File: config.mk
export PLATFORM = sky130hd
export DESIGN_NAME = data_expand_flat
export DESIGN_NICKNAME = d
export VERILOG_FILES = /design/src/rtl/data_expand_if.sv /design/src/rtl/data_expand.sv /design/src/flat_wrapper.sv
export SDC_FILE = /design/constraint.sdc
export NUM_CORES = 1
export LEC_CHECK = 0
export ABC_AREA = 0
export CAP_MARGIN = 5
export CORE_MARGIN = 3
export CORE_UTILIZATION = 55
export DETAILED_ROUTE_END_ITERATION = 10
export PLACE_DENSITY = 0.79
export RECOVER_POWER = 50
export SLEW_MARGIN = 15
export SYNTH_ARGS = -nofsm -noshare
export SYNTH_HDL_FRONTEND = slang
export SYNTH_SLANG_ARGS = --single-unit
File: constraint.sdc
create_clock -name i_clk -period 4 [get_ports i_clk]
set_clock_uncertainty 0.2 [all_clocks]
set_input_delay 0.6 -clock i_clk [delete_from_list [all_inputs] [get_ports i_clk]]
set_output_delay 0.6 -clock i_clk [all_outputs]
set_load 0.01 [all_outputs]
File: src/rtl/data_expand_if.sv
// Handshake bundle for data_expand.
//   slave  : the expander (consumes i_valid/i_data/i_ready, drives o_ready/o_valid/o_data/o_sat)
//   master : the surrounding logic that feeds and drains it
// Signal names match the original flat ports of data_expand.
interface data_expand_if #(
  parameter int DIN_WIDTH  = 17,
  parameter int DOUT_WIDTH = 39
);
  logic                  i_valid;
  logic                  o_ready;
  logic [DIN_WIDTH-1:0]  i_data;
  logic                  o_valid;
  logic                  i_ready;
  logic [DOUT_WIDTH-1:0] o_data;
  logic                  o_sat;

  modport slave (
    input  i_valid, i_data, i_ready,
    output o_ready, o_valid, o_data, o_sat
  );

  modport master (
    output i_valid, i_data, i_ready,
    input  o_ready, o_valid, o_data, o_sat
  );
endinterface

File: src/rtl/data_expand.sv
// data_expand: re-expands narrow signed DFE samples into the wide signed
// accumulator format with a programmable power-of-two gain and saturation.
//   i_clk, i_rst_n     : clock, asynchronous active-low reset
//   i_shift/_load      : left-shift amount, captured (clamped) on the load strobe
//   bus (slave)        : input ready/valid + i_data, output ready/valid + o_data/o_sat
//   i_sat_clr          : synchronous clear of the saturation counter
//   o_sat_cnt          : saturated samples accepted downstream (sticks at all-ones)
// One output register plus one skid register; o_ready is registered.
module data_expand #(
  parameter int DIN_WIDTH   = 17,
  parameter int DOUT_WIDTH  = 39,
  parameter int SHIFT_WIDTH = 6,
  parameter int CNT_WIDTH   = 16
) (
  input  logic                   i_clk,
  input  logic                   i_rst_n,
  input  logic [SHIFT_WIDTH-1:0] i_shift,
  input  logic                   i_shift_load,
  data_expand_if.slave           bus,
  input  logic                   i_sat_clr,
  output logic [CNT_WIDTH-1:0]   o_sat_cnt
);

  localparam int IW = DOUT_WIDTH + DIN_WIDTH;
  localparam logic [SHIFT_WIDTH-1:0] SHIFT_MAX = SHIFT_WIDTH'(DOUT_WIDTH - 1);
  localparam logic [DOUT_WIDTH-1:0]  POS_SAT   = {1'b0, {(DOUT_WIDTH-1){1'b1}}};
  localparam logic [DOUT_WIDTH-1:0]  NEG_SAT   = {1'b1, {(DOUT_WIDTH-1){1'b0}}};

  logic [SHIFT_WIDTH-1:0] shift_active_q, shift_active_d;
  logic                   out_valid_q, out_valid_d;
  logic [DOUT_WIDTH-1:0]  out_data_q, out_data_d;
  logic                   out_sat_q, out_sat_d;
  logic                   skid_valid_q, skid_valid_d;
  logic [DOUT_WIDTH-1:0]  skid_data_q, skid_data_d;
  logic                   skid_sat_q, skid_sat_d;
  logic                   ready_q, ready_d;
  logic [CNT_WIDTH-1:0]   sat_cnt_q, sat_cnt_d;

  logic [IW-1:0]          shifted;
  logic [IW-DOUT_WIDTH:0] top_bits;
  logic [DOUT_WIDTH-1:0]  new_data;
  logic                   new_sat;
  logic                   in_fire;
  logic                   out_fire;

  assign in_fire  = bus.i_valid & ready_q;
  assign out_fire = out_valid_q & bus.i_ready;

  // Expansion: the intermediate is wide enough that the shift never drops bits;
  // the value fits the output iff every bit from the output sign bit upward agrees.
  always_comb begin
    shifted  = {{DOUT_WIDTH{bus.i_data[DIN_WIDTH-1]}}, bus.i_data} << shift_active_q;
    top_bits = shifted[IW-1:DOUT_WIDTH-1];
    new_sat  = !((&top_bits) || !(|top_bits));
    if (!new_sat)
      new_data = shifted[DOUT_WIDTH-1:0];
    else if (shifted[IW-1])
      new_data = NEG_SAT;
    else
      new_data = POS_SAT;
  end

  always_comb begin
    shift_active_d = shift_active_q;
    if (i_shift_load)
      shift_active_d = (i_shift > SHIFT_MAX) ? SHIFT_MAX : i_shift;
  end

  // Output register refills from the skid entry first (older sample), otherwise
  // from the input; a stalled output register diverts the input into the skid.
  always_comb begin
    out_valid_d  = out_valid_q;
    out_data_d   = out_data_q;
    out_sat_d    = out_sat_q;
    skid_valid_d = skid_valid_q;
    skid_data_d  = skid_data_q;
    skid_sat_d   = skid_sat_q;
    if (!out_valid_q || bus.i_ready) begin
      if (skid_valid_q) begin
        out_valid_d  = 1'b1;
        out_data_d   = skid_data_q;
        out_sat_d    = skid_sat_q;
        skid_valid_d = 1'b0;
      end else if (in_fire) begin
        out_valid_d = 1'b1;
        out_data_d  = new_data;
        out_sat_d   = new_sat;
      end else begin
        out_valid_d = 1'b0;
      end
    end else if (in_fire) begin
      skid_valid_d = 1'b1;
      skid_data_d  = new_data;
      skid_sat_d   = new_sat;
    end
    ready_d = !skid_valid_d;
  end

  always_comb begin
    sat_cnt_d = sat_cnt_q;
    if (i_sat_clr)
      sat_cnt_d = '0;
    else if (out_fire && out_sat_q && !(&sat_cnt_q))
      sat_cnt_d = sat_cnt_q + 1'b1;
  end

  always_ff @(posedge i_clk or negedge i_rst_n) begin
    if (!i_rst_n) begin
      shift_active_q <= '0;
      out_valid_q    <= 1'b0;
      out_data_q     <= '0;
      out_sat_q      <= 1'b0;
      skid_valid_q   <= 1'b0;
      skid_data_q    <= '0;
      skid_sat_q     <= 1'b0;
      ready_q        <= 1'b1;
      sat_cnt_q      <= '0;
    end else begin
      shift_active_q <= shift_active_d;
      out_valid_q    <= out_valid_d;
      out_data_q     <= out_data_d;
      out_sat_q      <= out_sat_d;
      skid_valid_q   <= skid_valid_d;
      skid_data_q    <= skid_data_d;
      skid_sat_q     <= skid_sat_d;
      ready_q        <= ready_d;
      sat_cnt_q      <= sat_cnt_d;
    end
  end

  assign bus.o_ready  = ready_q;
  assign bus.o_valid  = out_valid_q;
  assign bus.o_data   = out_data_q;
  assign bus.o_sat    = out_sat_q;
  assign o_sat_cnt    = sat_cnt_q;

endmodule

File: src/flat_wrapper.sv
// flat-port wrapper written by rule: the top's interface ports become plain ports
module data_expand_flat 
#(
  parameter int DIN_WIDTH   = 17,
  parameter int DOUT_WIDTH  = 39,
  parameter int SHIFT_WIDTH = 6,
  parameter int CNT_WIDTH   = 16
)
  (i_clk, i_rst_n, i_shift, i_shift_load, i_sat_clr, o_sat_cnt, bus_i_valid, bus_i_data, bus_i_ready, bus_o_ready, bus_o_valid, bus_o_data, bus_o_sat);
  data_expand_if #(.DIN_WIDTH(DIN_WIDTH), .DOUT_WIDTH(DOUT_WIDTH)) bus_i ();
  input  logic i_clk;
  input  logic i_rst_n;
  input  logic [SHIFT_WIDTH-1:0] i_shift;
  input  logic i_shift_load;
  input  logic i_sat_clr;
  output logic [CNT_WIDTH-1:0] o_sat_cnt;
  input wire logic [$bits(bus_i.i_valid)-1:0] bus_i_valid;
  input wire logic [$bits(bus_i.i_data)-1:0] bus_i_data;
  input wire logic [$bits(bus_i.i_ready)-1:0] bus_i_ready;
  output wire logic [$bits(bus_i.o_ready)-1:0] bus_o_ready;
  output wire logic [$bits(bus_i.o_valid)-1:0] bus_o_valid;
  output wire logic [$bits(bus_i.o_data)-1:0] bus_o_data;
  output wire logic [$bits(bus_i.o_sat)-1:0] bus_o_sat;
  assign bus_i.i_valid = bus_i_valid;
  assign bus_i.i_data = bus_i_data;
  assign bus_i.i_ready = bus_i_ready;
  assign bus_o_ready = bus_i.o_ready;
  assign bus_o_valid = bus_i.o_valid;
  assign bus_o_data = bus_i.o_data;
  assign bus_o_sat = bus_i.o_sat;
  data_expand #(.DIN_WIDTH(DIN_WIDTH), .DOUT_WIDTH(DOUT_WIDTH), .SHIFT_WIDTH(SHIFT_WIDTH), .CNT_WIDTH(CNT_WIDTH)) u_core (.i_clk(i_clk), .i_rst_n(i_rst_n), .i_shift(i_shift), .i_shift_load(i_shift_load), .bus(bus_i), .i_sat_clr(i_sat_clr), .o_sat_cnt(o_sat_cnt));
endmodule
==> After elaboration in Yosys (flattened, before gate mapping) <==
Cells that the tools add are included.
{ "word_totals": {"ff_bits": 105, "in_bits": 29, "output_inout_bits": 58, "wordCells": 44} }
{ "op_classes": {"add_sub_neg": 1, "order_cmp": 1, "shift": 1, "mux": 13, "bitwise": 3, "reduce_logical": 16} }
{ "ops": {"columns": ["op", "count"], "rows": [
  ["two-way mux 39 bit", 4],
  ["left shift 56 x 6 -> 56 bit", 1],
  ["two-way mux 16 bit", 2],
  ["AND reduction 18 bit", 1],
  ["OR reduction 18 bit", 1],
  ["adder 16 x 1 -> 16 bit, second input constant", 1],
  ["AND reduction 16 bit", 1],
  ["> comparator 6 bit, second input constant", 1],
  ["two-way mux 1 bit", 6],
  ["two-way mux 6 bit", 1],
  ["logical NOT 1 bit", 5],
  ["AND reduction 2 bit", 2],
  ["nonzero test 2 bit", 2],
  ["AND 1 bit", 2],
  ["logical AND 1 bit", 2],
  ["logical OR 1 bit", 2],
  ["NOT 1 bit", 1]
]} }

==> Logic depth before layout (Yosys ltp) <==
Gate-level depths: netlist of run 1.
{ "depth": {"word_depth": 7, "mapped_depth": 13, "mapped_depth_nobuf": 9} }

==> Worst setup path before layout of run 1 <==
Ideal clock, no wire load.
{ "synth_timing": {"kind": "register -> register", "start": "register u_core.shift_active_q[0]", "end": "register u_core.out_data_q[24], in the netlist u_core.bus.o_data[24]", "setup_ps": 87, "arrival_time_ps": 3269, "setup_slack_ps": 445, "path_stages_with_launch": 12, "n_path_buf": 3, "synth_period_minus_slack_ps": 3555, "path_cell_list": "dfrtp_1 -> buf_6 -> buf_12 -> mux2i_1 -> mux4_2 -> nor4_1 -> nor2_1 -> or4b_1 -> or4_1 -> buf_2 -> a211o_1 -> a211oi_2"} }
{ "synth_via": {"elab_chain_len": 7, "elab_cells_between_ends": 9, "cone_classes": "1 x shift; 4 x mux; 4 x reduce/logical"} }
{ "synth_lines": {"columns": ["element", "line_no", "source"], "rows": [
  ["start, declared", "data_expand.sv:29", "logic [SHIFT_WIDTH-1:0] shift_active_q, shift_active_d;"],
  ["start signal, assigned", "data_expand.sv:119", "shift_active_q <= shift_active_d;"],
  ["left shift 56 x 6 -> 56 bit *", "data_expand.sv:52", "shifted = {{DOUT_WIDTH{bus.i_data[DIN_WIDTH-1]}}, bus.i_data} << shift_active_q;"],
  ["OR reduction 18 bit", "data_expand.sv:54", "new_sat = !((&top_bits) || !(|top_bits));"],
  ["logical NOT 1 bit", "data_expand.sv:54", null],
  ["logical OR 1 bit", "data_expand.sv:54", null],
  ["two-way mux 39 bit *", "data_expand.sv:55", "if (!new_sat)"],
  ["two-way mux 39 bit *", "data_expand.sv:84", "end else if (in_fire) begin"],
  ["two-way mux 39 bit *", "data_expand.sv:79", "if (skid_valid_q) begin"],
  ["end signal, assigned", "data_expand.sv:121", "out_data_q <= out_data_d;"],
  ["end, declared", "data_expand.sv:31", "logic [DOUT_WIDTH-1:0] out_data_q, out_data_d;"]
]} }
Mark *: on every way between the ends. The rest lies on a longest branch, timed or not. The select of a mux whose other input is x is not followed.
A chain may end at the register's enable or synchronous reset.

==> Worst setup path after layout of run 1 <==
{ "layout_timing": {"start": "input bus_i_data[8]", "end": "register u_core.out_data_q[32], in the netlist u_core.bus.o_data[32]"} }
{ "layout_via": {"elab_chain_len": 7, "elab_cells_between_ends": 9, "cone_classes": "1 x shift; 4 x mux; 4 x reduce/logical"} }
{ "layout_lines": {"columns": ["element", "line_no", "source"], "rows": [
  ["start, declared", "flat_wrapper.sv:18", "input wire logic [$bits(bus_i.i_data)-1:0] bus_i_data;"],
  ["left shift 56 x 6 -> 56 bit *", "data_expand.sv:52", null],
  ["OR reduction 18 bit", "data_expand.sv:54", null],
  ["logical NOT 1 bit", "data_expand.sv:54", null],
  ["logical OR 1 bit", "data_expand.sv:54", null],
  ["two-way mux 39 bit *", "data_expand.sv:55", null],
  ["two-way mux 39 bit *", "data_expand.sv:84", null],
  ["two-way mux 39 bit *", "data_expand.sv:79", null]
]} }
Marks and branches as above.

==> run summary, run 1 <==
Final Slew Violations = 51
Initial antenna violation count = 0
Met3 Use GR = 0.0808
CP required = 4040 ps
Initial Utilization = 0.575
Worst-Margin Slew = 2800 ps
Reg clk slew, reported paths = 80 ps
H-tree depth = 3
Max-Cap Viols = 1
Routability cong. = 1.01
Drt total wl = 21,500 um
Top Usage Layer GRT = met2
Area Overhead vs Synth = 25.2%
Clock Power Share = 0.222
Row count = 39
CP Launch Type = input pin
Core outline area = 11,700 sq um
Die Y = 117 um
Avg Inst Size Synth = 8.60 sq um
Most common cell after layout, fill and taps aside = dfrtp_1
Grt met2 use = 0.524
NetSw = 1.45 mW
Hold Path Class = reg -> reg
Final Power = 3.96 mW
Slew margin rel. = -0.867
Register area share after synthesis = 0.390
Global-route wire length before repair = 35,000 um
Largest net degree at the start of global routing = 51
Full die area = 13,600 sq um
Clock Root Buffer = clkbuf_16
DP Wirelength = 15,900 um
Remaining Overflow, GRT = 0
Hold-fix buffers, CTS = 0
Final setup fails = 0
CTS Buf Count = 9
CTS tree = yes
Yosys warns = 0
Sw frac = 0.366
Most frequent cells in the layout = dfrtp_1, nor2_1, nand2_1, buf_4, a21oi_1
Share of the cycle needed by the critical path after routing = 0.967
Drc violations = 0
Internal power = 2.51 mW
Post-CTS Resized = 0
Post-Syn Area = 6740 sq um
R2R depth = 10
Seq pwr share = 0.388
IO Port Bufs = 86
CP arrival = 3910 ps
Worst setup EP type = flop
Setup TNS = 0 ps
Fin crit period = 3870 ps
Ys flop type = dfrtp_1
Worst Path Max Fanout = 14
Ports = 87
Post-Syn Instances = 783
Hold path depth = 2
GRT Util Overall = 0.327
Layout Nets = 927
Fmax = 258 MHz
#FFs+latches synth = 105
Clock Latency Late Sink = 350 ps
Async set or reset register ratio after synthesis = 1.00
Vias in the first global route = 6,640
Vias = 6,839
# diodes = 0
Post-CTS Setup Repair Bufs = 0
Final hold vios = 0
Utilization after layout = 0.720
WL/cell = 20.6 um
Failing checks = capacitance limit, slew limit
Post-synth EDFFs = 0
Peak supply drop = 0.305 mV
Number of distinct library cells after synthesis = 69
Static leakage = 3.55 nW
Met1 usage in global routing = 0.449
Combinational Power Share = 0.390
Pre-antenna DRT Iters = 5
PwrDens = 469 nW/um^2
Fraction of layout instances using a drive strength above 1 = 0.145
CP Class = in -> reg
Detail Route Antenna Nets = 0
# clock sinks = 105
Initial DRC count = 777
CTS Buffer Depth = 2
Fillers = 891
Routed vias/inst = 6.54
Die X = 117 um
Syn Nets = 813
Outcome = complete, but fails checks
==> sequential cells by signal, indices dropped and copies added, names as in the netlist <==
signal and cells:
u_core.bus.o_data 39, u_core.bus.o_ready 1, u_core.bus.o_sat 1, u_core.bus.o_valid 1, u_core.o_sat_cnt 16, u_core.shift_active_q 6, u_core.skid_data_q 39, u_core.skid_sat_q 1
u_core.skid_valid_q 1
==> cell type report <==
class	instances	area [sq um]	area share
clock inverter	7	75.1	0.00890
tap	143	179	0.0212
multi-input combinational	602	3820	0.452
timing repair buffer	166	1460	0.173
clock buffer	9	225	0.0267
sequential	105	2630	0.312
inverter	13	48.8	0.00578
==> stage by stage <==
step / setup WS, ps / hold slack (ps) / cell area (sq um) / std cells
after detailed placement: -348 / 263 / 8120 / 1029
final: 131 / 277 / 8440 / 1045
after global routing: -11.9 / 304 / 8440 / 1045
after floorplan: 445 / 104 / 6740 / 783
after CTS: 11.6 / 87.8 / 8420 / 1045
after global placement: -248 / 253 / 8120 / 1029
==> power by group through the flow <==
stage	Sequential (mW)	Combinational (mW)	Clock [mW]
after global placement	1.53	1.52	0
final	1.54	1.55	0.877
after floorplan	1.58	0.747	0
after detailed placement	1.55	1.55	0
after CTS	1.54	1.56	0.890
after global routing	1.57	1.68	0.935
==> cell usage after synthesis (5+ instances only) <==
| library cell | n | area (sq um) |
|---|---|---|
| o22ai_1 | 11 | 68.8 |
| a21oi_1 | 77 | 385 |
| dfrtp_1 | 104 | 2600 |
| nor2b_1 | 8 | 50.1 |
| a31oi_1 | 11 | 68.8 |
| o21ai_0 | 72 | 360 |
| nor3b_1 | 6 | 45.0 |
| buf_2 | 8 | 40.0 |
| nand4_1 | 6 | 37.5 |
| o31ai_1 | 16 | 120 |
| nand2b_1 | 5 | 31.3 |
| mux4_1 | 8 | 210 |
| nand3_1 | 10 | 50.1 |
| inv_1 | 12 | 45.0 |
| and3_1 | 25 | 156 |
| mux4_2 | 8 | 180 |
| nand2_1 | 77 | 289 |
| buf_1 | 6 | 22.5 |
| clkbuf_1 | 47 | 176 |
| a311oi_1 | 6 | 52.6 |
| mux2i_1 | 19 | 190 |
| a211oi_1 | 24 | 180 |
| nor2_1 | 97 | 364 |
| o22a_1 | 5 | 43.8 |
| mux2_2 | 15 | 169 |
| xor2_1 | 9 | 78.8 |
| nor3_1 | 23 | 115 |
==> worst paths after layout <==
check / from / to / slack [ps]
max: bus_i_data[8] / u_core.bus.o_data[32] / 130
min: u_core.skid_data_q[3] / u_core.skid_data_q[3] / 280
max reg2reg: u_core.shift_active_q[2] / u_core.bus.o_data[32] / 190
min reg2reg: u_core.skid_data_q[3] / u_core.skid_data_q[3] / 280
max in group asynchronous: i_rst_n / u_core.skid_data_q[11] / 770
min in group asynchronous: i_rst_n / u_core.bus.o_data[10] / 930
==> worst max-delay path: stages <==
cell,delay (ps)
clkdlybuf4s50_1,560
mux2i_1,90
mux4_2,510
nor4_1,290
nor2_1,70
or4b_1,630
or4_4,590
buf_4,210
a211oi_1,270
nor3b_1,90
==> cells by family after synthesis <==
logic type / synth area share
and+or+nand+nor: 0.194
AOI/OAI and AO/OA: 0.241
DFF: 0.390
buffers and inverters: 0.0474
muxes: 0.111
xor gates and xnor gates: 0.0143
adders and majority gates: 0.00186
==> routing by layer <==
metal	up-vias	share of wire	routed length (um)
met5	-	0	0
met4	0	0.017	370
met3	36	0.084	1800
met2	313	0.48	10300
met1	3354	0.42	9060
li1	3136	-	-
Power figures use the tool's default switching activity.
==> run 2, diff against run 1 <==
- clock period: 4 -> 3.9 ns (I/O delays scaled with it)
==> run summary, run 2 (synthesized netlist as in run 1, its figures left out) <==
Final instance area = 8690 sq um (was 8440 sq um)
Die X = 117 um (unchanged)
Worst-Margin Slew = 1570 ps (was 2800 ps)
Largest net degree at the start of global routing = 61 (was 51)
Reg-to-reg endpoint = u_core.bus.o_data[29] (was u_core.bus.o_data[32])
Area Overhead vs Synth = 29.0% (was 25.2%)
GRT Util Overall = 0.328 (was 0.327)
Clock Root Buffer = clkbuf_16 (unchanged)
CP endpoint = u_core.bus.o_data[32] (unchanged)
Multi-input logic area = 3830 sq um (was 3820 sq um)
Layout Nets = 957 (was 927)
Finished Layout Cells = 1,075 (was 1,045)
CP Cell Sequence = clkdlybuf4s50_1, mux2i_1, mux4_2, nor4_2, nor2_1, or4b_4, or4_4, buf_4, a211oi_2, nor3b_1 (was clkdlybuf4s50_1, mux2i_1, mux4_2, nor4_1, nor2_1, or4b_1, or4_4, buf_4, a211oi_1, nor3b_1)
Crit path max-delay family = simple AND/OR/NAND/NOR gates (unchanged)
Critical path depth = 10 (unchanged)
# clock sinks = 105 (unchanged)
CTS Buf Count = 9 (unchanged)
Final Slew Violations = 61 (was 51)
Register Area = 2630 sq um (unchanged)
Fraction of layout instances using a drive strength above 1 = 0.173 (was 0.145)
Most common cell after layout, fill and taps aside = dfrtp_1 (unchanged)
Failing checks = capacitance limit, slew limit (unchanged)
Worst Path Max Fanout = 13 (was 14)
Slew margin rel. = -0.0478 (was -0.867)
CP Class = in -> reg (unchanged)
Outcome = complete, but fails checks (unchanged)
IO Port Bufs = 86 (unchanged)
Global-route wire length before repair = 34,800 um (was 35,000 um)
Final hold vios = 0 (unchanged)
Combinational Power Share = 0.398 (was 0.390)
PwrDens = 476 nW/um^2 (was 469 nW/um^2)
Routability cong. = 0.988 (was 1.01)
Fmax = 266 MHz
Critical path's slowest cell = or4b_4 (was or4b_1)
Final setup fails = 0 (unchanged)
Most frequent cells in the layout = dfrtp_1, buf_4, nor2_1 (was dfrtp_1, nor2_1, nand2_1, buf_4, a21oi_1)
Row count = 39 (unchanged)
NetSw = 1.49 mW (was 1.45 mW)
CTS tree = yes (unchanged)
R2R depth = 9 (was 10)
Internal power = 2.65 mW (was 2.51 mW)
DP Area = 8360 sq um (was 8120 sq um)
Hold Path Class = reg -> reg (unchanged)
Pre-antenna DRT Iters = 6 (was 5)
Detail Route Antenna Nets = 0 (unchanged)
Fillers = 909 (was 891)
# diodes = 0 (unchanged)
Max-Cap Viols = 1 (unchanged)
H-tree depth = 3 (unchanged)
CP arrival = 3800 ps (was 3910 ps)
Peak supply drop = 0.276 mV (was 0.305 mV)
DP Wirelength = 16,100 um (was 15,900 um)
Remaining Overflow, GRT = 0 (unchanged)
CP required = 3940 ps (was 4040 ps)
Sw frac = 0.359 (was 0.366)
Drt total wl = 22,000 um (was 21,500 um)
Drc violations = 0 (unchanged)
Routed vias/inst = 6.52 (was 6.54)
Clock Latency Late Sink = 360 ps (was 350 ps)
CP Launch Type = input pin (unchanged)
Initial antenna violation count = 0 (unchanged)
Setup TNS = 0 ps (unchanged)
Placed Cells = 1,057 (was 1,029)
Die Y = 117 um (unchanged)
Final worst setup slack = 136 ps (was 131 ps)
Full die area = 13,600 sq um (unchanged)
Buf/Inv on CP = 2 (unchanged)
RR Startpoint = u_core.shift_active_q[1] (was u_core.shift_active_q[2])
RSZ-0062 raised after global routing = no
Clock Power Share = 0.221 (was 0.222)
CTS Buffer Depth = 2 (unchanged)
Crit path largest cell delay = 580 ps (was 630 ps)
Seq pwr share = 0.381 (was 0.388)
Flop-to-flop setup slack = 190 ps (about the same)
Final Power = 4.13 mW (was 3.96 mW)
Vias in the first global route = 6,537 (was 6,640)
Initial DRC count = 888 (was 777)
Reg clk slew, reported paths = 70 ps (was 80 ps)
Core outline area = 11,700 sq um (unchanged)
CP startpoint = bus_i_data[8] (unchanged)
Vias = 7,010 (was 6,839)
WL/cell = 20.5 um (was 20.6 um)
Fin crit period = 3760 ps
Static leakage = 3.70 nW (was 3.55 nW)
Post-Place Setup Slack = -561 ps (was -348 ps)
Share of the cycle needed by the critical path after routing = 0.965
Worst setup EP type = flop (unchanged)
Initial Utilization = 0.575 (unchanged)
Ports = 87 (unchanged)
[run 2: changes by cell type in the layout (fill, tap and decap cells not counted), moves of 2 or more]
cell	delta
buf_4	+26
clkbuf_1	+3
buf_12	+2
clkbuf_8	+2
clkinv_8	-2
[run 2: tightest hold or removal path: stages (launching register included)]
cell	delay [ps]
dfrtp_1	340
nand2_1	50
o21ai_0	60
[run 2: worst min path at each step]
stage | startpoint | endpoint | slack (ps) | cells after the start
global route | u_core.bus.o_data[4] | u_core.bus.o_data[4] | 300 | 2
detailed placement | u_core.skid_data_q[12] | u_core.skid_data_q[12] | 260 | 2
floorplan | i_rst_n | u_core.bus.o_data[0] | 90 | 0
global placement | u_core.skid_data_q[0] | u_core.skid_data_q[0] | 250 | 2
finish | u_core.skid_data_q[12] | u_core.skid_data_q[12] | 280 | 2
CTS | i_rst_n | u_core.bus.o_data[8] | 140 | 1
[run 2: power by group through the flow]
stage,Combinational (mW),Sequential [mW],Clock (mW)
after global placement,1.61,1.57,0
after global routing,1.79,1.61,0.966
after floorplan,0.766,1.62,0
after detailed placement,1.65,1.59,0
final,1.65,1.58,0.912
after CTS,1.66,1.57,0.923
[run 2: layout make-up]
cell class              instances  area share
multi-input cells             602       0.441
flip-flops and latches        105       0.303
repair buffers                196       0.196
clock buffers                  11      0.0291
well taps                     143      0.0206
inverters                      13     0.00562
clock inverters                 5     0.00533
[run 2: per-stage QoR]
step,hold slack (ps),utilization
after floorplan,89.4,-
after global placement,253,0.714
after detailed placement,262,0.714
after CTS,138,0.740
after global routing,300,0.742
final,275,0.742
[run 2: per-layer routing]
metal	up-vias	wire length, um	global-route usage
li1	3188	-	-
met1	3397	9220	0.463
met2	375	10400	0.506
met3	50	1890	0.0699
met4	0	538	0.111
met5	-	0	0
[run 2: repair_timing]
action / 4_1_cts / 5_1_grt
resized for setup: 2 / 5
endpoints found under the hold margin: 0 / 0
setup endpoints to repair: 17 / 16
hold buffers: 0 / 0
gates cloned: 0 / 0
setup buffers: 0 / 2
pin swaps: 0 / 1
